File: config.mk
export PLATFORM = sky130hd
export DESIGN_NAME = keypad_scan_events
export DESIGN_NICKNAME = d
export VERILOG_FILES = /design/src/rtl/keypad_pkg.sv /design/src/rtl/key_event_fifo.sv /design/src/rtl/keypad_scan_events.sv
export SDC_FILE = /design/constraint.sdc
export NUM_CORES = 1
export LEC_CHECK = 0
export BUFFER_PORTS_ARGS = -buffer_cell sky130_fd_sc_hd__buf_2
export CORE_ASPECT_RATIO = 0.9
export CORE_MARGIN = 5
export CORE_UTILIZATION = 60
export CTS_CLUSTER_SIZE = 12
export DETAILED_ROUTE_END_ITERATION = 10
export PLACE_DENSITY = 0.78
export SKIP_LAST_GASP = 1
export SYNTH_ARGS = -nofsm -noshare
export SYNTH_HDL_FRONTEND = slang
export SYNTH_SLANG_ARGS = --single-unit
File: constraint.sdc
create_clock -name clk -period 4.4 [get_ports clk]
set_input_delay 0.44 -clock clk [delete_from_list [all_inputs] [get_ports clk]]
set_output_delay 0.44 -clock clk [all_outputs]
set_load 0.02 [all_outputs]
File: src/rtl/keypad_pkg.sv
// Shared helpers and event-word layout for the keypad scanner and its event FIFO.
// The event word is {pressed, code}: the MSB is the level, the low KW bits are the key index.
package keypad_pkg;

    function automatic int clog2(input int value);
        int result;
        result = 0;
        for (int i = 0; i < 31; i++) begin
            if ((1 << i) < value) begin
                result = i + 1;
            end
        end
        return (result < 1) ? 1 : result;
    endfunction

    localparam int DEF_ROWS = 4;
    localparam int DEF_COLS = 4;
    localparam int KW       = clog2(DEF_ROWS * DEF_COLS);
    localparam int EW       = KW + 1;

    typedef struct packed {
        logic          pressed;
        logic [KW-1:0] code;
    } key_event_t;

endpackage

File: src/rtl/key_event_fifo.sv
// First-word-fall-through event FIFO with a sticky overflow flag for dropped pushes.
module key_event_fifo
    import keypad_pkg::*;
#(
    parameter int WIDTH = 5,
    parameter int DEPTH = 8
) (
    input  logic             clk,
    input  logic             rst_n,
    input  logic             push,
    input  logic [WIDTH-1:0] push_data,
    input  logic             pop,
    output logic             valid,
    output logic [WIDTH-1:0] head,
    output logic             overflow,
    input  logic             ovf_clr
);

    localparam int AW = clog2(DEPTH);

    logic [WIDTH-1:0] mem [DEPTH];
    logic [AW:0]      wr_ptr;
    logic [AW:0]      rd_ptr;
    logic             empty;
    logic             full;
    logic             do_push;
    logic             do_pop;

    // The extra pointer MSB distinguishes full from empty when the low bits match.
    assign empty   = (wr_ptr == rd_ptr);
    assign full    = (wr_ptr[AW] != rd_ptr[AW]) && (wr_ptr[AW-1:0] == rd_ptr[AW-1:0]);
    assign do_pop  = pop && !empty;
    assign do_push = push && (!full || do_pop);

    assign valid = !empty;
    assign head  = mem[rd_ptr[AW-1:0]];

    always_ff @(posedge clk or negedge rst_n) begin
        if (!rst_n) begin
            wr_ptr   <= '0;
            rd_ptr   <= '0;
            overflow <= 1'b0;
            // NOTE: storage is reset too, so the head word reads as zero out of reset instead of X.
            for (int i = 0; i < DEPTH; i++) begin
                mem[i] <= '0;
            end
        end else begin
            if (do_push) begin
                mem[wr_ptr[AW-1:0]] <= push_data;
                wr_ptr              <= wr_ptr + 1'b1;
            end
            if (do_pop) begin
                rd_ptr <= rd_ptr + 1'b1;
            end
            if (push && !do_push) begin
                overflow <= 1'b1;
            end else if (ovf_clr) begin
                overflow <= 1'b0;
            end
        end
    end

endmodule

File: src/rtl/keypad_scan_events.sv
// Row-scanning matrix keypad with per-key debounce; press/release events are queued in a FIFO.
// Each row is driven for one full divider slot and sampled at its end, then its keys are processed one per cycle.
module keypad_scan_events
    import keypad_pkg::*;
#(
    parameter int ROWS           = 4,
    parameter int COLS           = 4,
    parameter int CLK_DIV        = 5000,
    parameter int DEBOUNCE_SCANS = 3,
    parameter int FIFO_DEPTH     = 8
) (
    input  logic                          clk,
    input  logic                          rst_n,
    input  logic [COLS-1:0]               col,
    output logic [ROWS-1:0]               row,
    output logic [ROWS*COLS-1:0]          key_state,
    output logic                          evt_valid,
    input  logic                          evt_ready,
    output logic                          evt_pressed,
    output logic [clog2(ROWS*COLS)-1:0]   evt_code,
    output logic                          overflow,
    input  logic                          ovf_clr
);

    localparam int KEYS  = ROWS * COLS;
    localparam int CW    = clog2(KEYS);
    localparam int EVT_W = CW + 1;
    localparam int RW    = clog2(ROWS);
    localparam int CLW   = clog2(COLS);
    localparam int DW    = clog2(CLK_DIV);

    logic [COLS-1:0]  col_s1;
    logic [COLS-1:0]  col_s2;
    logic [DW-1:0]    div;
    logic [RW-1:0]    row_idx;
    logic [RW-1:0]    row_next;
    logic [COLS-1:0]  samp;
    logic [RW-1:0]    proc_row;
    logic [CLW-1:0]   proc_col;
    logic             proc_busy;
    logic [3:0]       cnt [KEYS];
    logic [CW-1:0]    proc_key;
    logic [3:0]       cnt_next;
    logic             change;
    logic             accept;
    logic [EVT_W-1:0] push_data;
    logic [EVT_W-1:0] head;

    assign row_next  = (row_idx == RW'(ROWS - 1)) ? '0 : row_idx + 1'b1;
    assign proc_key  = CW'(int'(proc_row) * COLS + int'(proc_col));
    assign cnt_next  = cnt[proc_key] + 4'd1;
    assign change    = samp[proc_col] != key_state[proc_key];
    assign accept    = proc_busy && change && (cnt_next == 4'(DEBOUNCE_SCANS));
    assign push_data = {~key_state[proc_key], proc_key};

    always_ff @(posedge clk or negedge rst_n) begin
        if (!rst_n) begin
            col_s1    <= '1;
            col_s2    <= '1;
            div       <= '0;
            row_idx   <= '0;
            row       <= ~(ROWS'(1));
            samp      <= '0;
            proc_row  <= '0;
            proc_col  <= '0;
            proc_busy <= 1'b0;
            key_state <= '0;
            for (int k = 0; k < KEYS; k++) begin
                cnt[k] <= '0;
            end
        end else begin
            // NOTE: non-blocking throughout, so every term on the right is the pre-edge value.
            col_s1 <= col;
            col_s2 <= col_s1;

            if (proc_busy) begin
                if (!change) begin
                    cnt[proc_key] <= '0;
                end else if (accept) begin
                    key_state[proc_key] <= ~key_state[proc_key];
                    cnt[proc_key]       <= '0;
                end else begin
                    cnt[proc_key] <= cnt_next;
                end
                if (proc_col == CLW'(COLS - 1)) begin
                    proc_busy <= 1'b0;
                end else begin
                    proc_col <= proc_col + 1'b1;
                end
            end

            // Slot end: capture the row that was driven all slot, then move on to the next one.
            if (div == DW'(CLK_DIV - 1)) begin
                div       <= '0;
                samp      <= ~col_s2;
                proc_row  <= row_idx;
                proc_col  <= '0;
                proc_busy <= 1'b1;
                row_idx   <= row_next;
                row       <= ~(ROWS'(1) << row_next);
            end else begin
                div <= div + 1'b1;
            end
        end
    end

    key_event_fifo #(
        .WIDTH (EVT_W),
        .DEPTH (FIFO_DEPTH)
    ) u_fifo (
        .clk       (clk),
        .rst_n     (rst_n),
        .push      (accept),
        .push_data (push_data),
        .pop       (evt_ready),
        .valid     (evt_valid),
        .head      (head),
        .overflow  (overflow),
        .ovf_clr   (ovf_clr)
    );

    assign {evt_pressed, evt_code} = head;

endmodule

==> results of run 1 <==
[worst max-delay path: stages (launching register included)]
cell      delay, ns
dfrtp_1        0.86
and2b_1        0.65
nand2_1        0.10
and4_1         0.27
inv_1          0.09
ha_1           0.18
nand2_1        0.06
nand4b_1       0.24
nor3_4         0.21
buf_12         0.26
nand4b_1       0.31
mux2_2         0.40
[final timing paths]
check / slack (ns) / endpoint / depth (start not counted) / start
min: 0.04 / cnt[15] / 1 / rst_n
min reg2reg: 0.35 / col_s2[0] / 0 / col_s1[0]
max reg2reg: 0.60 / u_fifo.mem[26] / 11 / proc_row[0]
max in group asynchronous: 3.30 / u_fifo.mem[30] / 2 / rst_n
max: 0.60 / u_fifo.mem[26] / 11 / proc_row[0]
min in group clk: 0.11 / col_s1[1] / 1 / col[1]
[per-layer routing]
layer | vias to the layer above | wire (um) | global-route usage
met5 | - | 0 | 0
met4 | 0 | 326 | 0.0818
met3 | 29 | 1080 | 0.0581
met2 | 205 | 8160 | 0.355
met1 | 2670 | 7230 | 0.338
li1 | 2279 | - | -
[state kept, by name, indices dropped and copies added (netlist names)]
signal           cells
cnt                 64
u_fifo.mem          40
key_state           16
div                 13
col_s1               4
col_s2               4
row                  4
samp                 4
u_fifo.rd_ptr        4
u_fifo.wr_ptr        4
proc_col             2
proc_row             2
row_idx              2
proc_busy            1
u_fifo.overflow      1
[power breakdown]
group | leakage [nW] | total [mW] | switching (mW) | internal, mW
Clock | 0.264 | 1.44 | 0.601 | 0.838
Combinational | 1.44 | 0.0334 | 0.0295 | 0.00384
Sequential | 2.25 | 1.52 | 0.000959 | 1.52
[kinds of logic (layout without fill, tap and decap cells)]
family | Yosys count | after routing | synth area share
compound gates | 100 | 100 | 0.0846
xor+xnor | 23 | 23 | 0.0270
fa+ha+maj | 13 | 13 | 0.0210
buf+inv | 47 | 88 | 0.0307
flops | 165 | 165 | 0.535
mux | 97 | 97 | 0.187
simple gates | 162 | 162 | 0.115
[synthesized netlist by cell type (all sizes together), types with 2 or more instances]
| cell type | instances | area share |
|---|---|---|
| a22oi | 3 | 0.0029 |
| a31oi | 14 | 0.011 |
| a41oi | 14 | 0.016 |
| and2 | 4 | 0.0032 |
| and3 | 4 | 0.0032 |
| and4 | 2 | 0.0023 |
| buf | 18 | 0.017 |
| clkbuf | 22 | 0.011 |
| dfrtp | 154 | 0.50 |
| dfstp | 11 | 0.037 |
| ha | 13 | 0.021 |
| inv | 7 | 0.0034 |
| mux2 | 65 | 0.094 |
| mux4 | 32 | 0.093 |
| nand2 | 78 | 0.038 |
| nand3 | 28 | 0.021 |
| nand4 | 9 | 0.013 |
| nand4b | 4 | 0.0084 |
| nor2 | 18 | 0.0087 |
| nor2b | 6 | 0.0048 |
| o21ai | 47 | 0.030 |
| o31ai | 16 | 0.016 |
| xnor2 | 14 | 0.016 |
| xor2 | 9 | 0.011 |
[layout by cell type (no fill, tap or decap), drive strengths merged, types with 3 or more instances in the layout]
cell / n
nor2b: 6
clkinvlp: 4
ha: 13
xnor2: 14
a31oi: 14
and2: 4
dfrtp: 154
nand4b: 4
nand3: 28
a22oi: 3
inv: 9
clkbuf: 21
and3: 4
nand2: 78
buf: 49
o31ai: 16
o21ai: 47
mux2: 65
mux4: 32
dfstp: 11
xor2: 9
nor2: 18
clkinv: 3
nand4: 9
a41oi: 14
[final cells by class]
| type | instances | area (um^2) | area share |
|---|---|---|---|
| well taps | 164 | 205 | 0.0238 |
| inverters | 7 | 26.3 | 0.00305 |
| flip-flops and latches | 165 | 4140 | 0.481 |
| clock buffers | 21 | 440 | 0.0511 |
| multi-input cells | 395 | 3370 | 0.391 |
| clock inverters | 11 | 126 | 0.0147 |
| repair buffers | 49 | 302 | 0.0350 |
[metrics by stage]
| stage | instances | setup WS (ns) |
|---|---|---|
| after floorplan | 607 | 1.30 |
| after global placement | 780 | 0.842 |
| after detailed placement | 780 | 0.681 |
| after CTS | 812 | 0.657 |
| after global routing | 812 | 0.381 |
| final | 812 | 0.605 |
==> flow_metrics.py, run 1 <==
metrics = {
    "critical_path": {
        "crit_arrival_ns": 4.10,
        "critPathCaptureType": "register",
        "start_kind": "register",
        "crit_required_ns": 4.71,
        "crit_fanout": 41,
        "worstSetupPathType": "reg2reg",
    },
    "yosys": {
        "yosysSeqAreaShare": 0.535,
        "synth.distinct_cells": 47,
        "synth_cells": 607,
        "yosys_warnings": 0,
        "synth-seq-cells": 165,
        "syn_avg_cell_area_um2": 12.8,
        "synth_top_flop_cell": "dfrtp_1",
        "synth_edf_count": 0,
        "syn-cell-area_um2": 7750,
        "synthArstFlopShare": 1.00,
        "syn_nets": 628,
    },
    "timing": {
        "fin_crit_ns": 3.80,
        "fin_tns_setup_ns": 0,
        "finalHoldWorstSlack_ns": 0.0403,
        "clock.fmax_ghz": 0.263,
        "rsz0062_at_grt": "no",
        "fin_crit_sh": 0.863,
        "slew_headroom": 0.328,
        "setup_violations": 0,
        "hold_viol_final": 0,
        "worstMarginPinSlew_ns": 1.00,
        "timing.final.max_slew_violations": 0,
        "skew_ns": 0.00748,
    },
    "die": {
        "core_area_um2": 12700,
        "die_h_um": 118,
        "die_w_um": 130,
        "start_util": 0.611,
        "io-pin-count": 35,
        "die-area_um2": 15300,
        "rows": 39,
    },
    "min_path": {
        "hp-class": "in2async",
    },
    "cts": {
        "clkLatencyLatePin_ns": 0.42,
        "post_cts_resized": 0,
        "clock_path_buffers": 2,
        "cts_root_buf": "clkbuf_16",
        "cts_sinks": 165,
        "cts_buffers": 17,
        "cts_tree": "yes",
        "postCtsSetupBuffers": 0,
        "h-tree-depth": 4,
        "cts-hold-fix-buffers": 0,
        "path_clk_slew_ns": 0.06,
    },
    "grt": {
        "grt_first_pass_wirelength_mm": 28.0,
        "antenna_found_initial": 0,
        "grt_overflow_total": 0,
        "grt_pass1_vias": 5215,
        "grt_max_degree": 82,
        "grt_use_total": 0.236,
    },
    "route": {
        "wirelength_mm": 16.8,
        "dr.pass1.iters": 5,
        "num_vias": 5183,
        "wire_per_inst_um": 20.7,
        "initialDrtViolationCount": 457,
        "viasPerCell": 6.38,
        "drc": 0,
        "postRouteAntennaNets": 0,
    },
    "layout": {
        "fin_nets": 656,
        "area_growth_pct": 11.1,
        "drive_gt1_frac": 0.304,
        "diodes": 0,
        "finalInstanceArea_um2": 8610,
        "final_core_util": 0.679,
        "fillers": 927,
    },
    "power": {
        "p_leak_nw": 3.96,
        "pwr_density_cell_nw_per_um2": 348,
        "power.total_mw": 3.00,
        "ir_drop_mv": 0.266,
    },
    "placement": {
        "place_area_um2": 8040,
        "place_congestion": 0.845,
        "portBuffers": 34,
        "hpwl_mm": 11.6,
    },
    "run": {
        "cap_violations": 0,
    },
    "status": {
        "status": "completed",
    },
}
Note: power is estimated with default switching activity, not from simulation.
==> inputs of run 2 (changes only) <==
MAX_ROUTING_LAYER = met4   (was default)
==> flow_metrics.py, run 2 (synthesized netlist as in run 1, its figures left out) <==
metrics = {
    "critical_path": {
        "crit_buf_inv": 2,
        "slowest_delay_ns": 0.87,
        "worstSetupPathType": "reg2reg",
        "start_kind": "register",
        "cp_top_family": "simple AND/OR/NAND/NOR gates",
        "critPathCaptureType": "register",
        "crit_arrival_ns": 4.10,
        "rr_endpoint": "u_fifo.mem[26]",
        "r2r-start": "proc_row[0]",
        "cpMaxStageDelayCell": "dfrtp_1",
        "worstRegToRegCells": 11,
        "crit_fanout": 41,
        "r2r_slack_ns": 0.61,
        "worstPathCellList": "and2b_1 -> nand2_1 -> and4_1 -> inv_1 -> ha_1 -> nand2_1 -> nand4b_1 -> nor3_4 -> buf_12 -> nand4b_1 -> mux2_2",
        "crit_required_ns": 4.71,
    },
    "grt": {
        "grt_use_total": 0.243,
        "grt_first_pass_wirelength_mm": 28.0,
        "grt_max_degree": 82,
        "antenna_found_initial": 0,
        "grt_pass1_vias": 5200,
        "grt_overflow_total": 0,
    },
    "die": {
        "die-area_um2": 15300,
        "io-pin-count": 35,
        "rows": 39,
        "die_h_um": 118,
        "die_w_um": 130,
        "core_area_um2": 12700,
        "start_util": 0.611,
    },
    "layout": {
        "largest_reg_flops": 64,
        "largest_register": "cnt",
        "fillers": 927,
        "seqCellArea_um2": 4140,
        "multiInputGateArea_um2": 3370,
        "fin_nets": 656,
        "layout_commonest_cell": "dfrtp_1",
        "final_core_util": 0.679,
        "finalInstanceArea_um2": 8610,
        "reg.largest.list": "cnt: 64 flops, u_fifo.mem: 40 flops, key_state: 16 flops",
        "area_growth_pct": 11.1,
        "drive_gt1_frac": 0.304,
        "final_cell_mix": "dfrtp_1, nand2_1, mux2_2",
        "diodes": 0,
    },
    "cts": {
        "path_clk_slew_ns": 0.06,
        "post_cts_resized": 0,
        "clock_path_buffers": 2,
        "postCtsSetupBuffers": 0,
        "cts_buffers": 17,
        "h-tree-depth": 4,
        "cts_sinks": 165,
        "clkLatencyLatePin_ns": 0.42,
        "cts-hold-fix-buffers": 0,
        "cts_tree": "yes",
        "cts_root_buf": "clkbuf_16",
    },
    "timing": {
        "finalWorstSetupSlack_ns": 0.608,
        "timing.final.max_slew_violations": 0,
        "worstMarginPinSlew_ns": 0.992,
        "skew_ns": 0.00931,
        "clock.fmax_ghz": 0.264,
        "fin_crit_sh": 0.862,
        "fin_crit_ns": 3.79,
        "rsz0062_at_grt": "no",
        "fin_tns_setup_ns": 0,
        "hold_viol_final": 0,
        "slew_headroom": 0.336,
        "setup_violations": 0,
    },
    "power": {
        "p_leak_nw": 3.96,
        "power.total_mw": 3.00,
        "pwr_density_cell_nw_per_um2": 349,
        "ir_drop_mv": 0.268,
    },
    "placement": {
        "place_congestion": 0.858,
        "place_area_um2": 8040,
        "portBuffers": 34,
        "dp_slack_ns": 0.681,
        "hpwl_mm": 11.6,
    },
    "route": {
        "wire_per_inst_um": 20.7,
        "dr.pass1.iters": 6,
        "initialDrtViolationCount": 438,
        "num_vias": 5161,
        "postRouteAntennaNets": 0,
        "drc": 0,
        "wirelength_mm": 16.8,
        "viasPerCell": 6.36,
    },
    "min_path": {
        "hp-class": "in2async",
    },
    "run": {
        "cap_violations": 0,
    },
    "status": {
        "status": "completed",
    },
}
## run 2: report_power, final
group / internal [mW] / switching [mW] / leakage [nW] / total (mW)
Combinational: 0.00384 / 0.0294 / 1.44 / 0.0332
Clock: 0.838 / 0.606 / 0.264 / 1.44
Sequential: 1.52 / 0.000969 / 2.25 / 1.52
Total: 2.37 / 0.636 / 3.96 / 3.00
## run 2: layer usage
layer  wire length, um  global-route usage  vias up
li1                  -                   -     2286
met1              7320               0.338     2628
met2              8110               0.354      212
met3              1040              0.0590       35
met4               353              0.0818        0
met5                 0                   -        -
## run 2: area by class of cell
| type | count | share of cell area |
|---|---|---|
| clock buffers | 21 | 0.0511 |
| clock inverters | 11 | 0.0147 |
| inverters | 7 | 0.00305 |
| multi-input cells | 395 | 0.391 |
| flip-flops and latches | 165 | 0.481 |
| well taps | 164 | 0.0238 |
| repair buffers | 49 | 0.0350 |
## run 2: worst max-delay path by stage
stage,start,endpoint,slack [ns],cells after the start
global route,proc_row[0],u_fifo.mem[26],0.38,11
floorplan,proc_col[0],u_fifo.mem[15],1.30,12
detailed placement,proc_row[0],u_fifo.mem[26],0.68,11
global placement,proc_row[0],u_fifo.mem[27],0.84,8
finish,proc_row[0],u_fifo.mem[26],0.61,11
CTS,proc_row[0],u_fifo.mem[26],0.66,8
## run 2: metrics by stage
stage	cells	hold slack (ns)
3_3_place_gp	780	0.346
4_1_cts	812	0.0750
6_report	812	0.0427
5_1_grt	812	0.0973
3_5_place_dp	780	0.348
2_1_floorplan	607	0.144
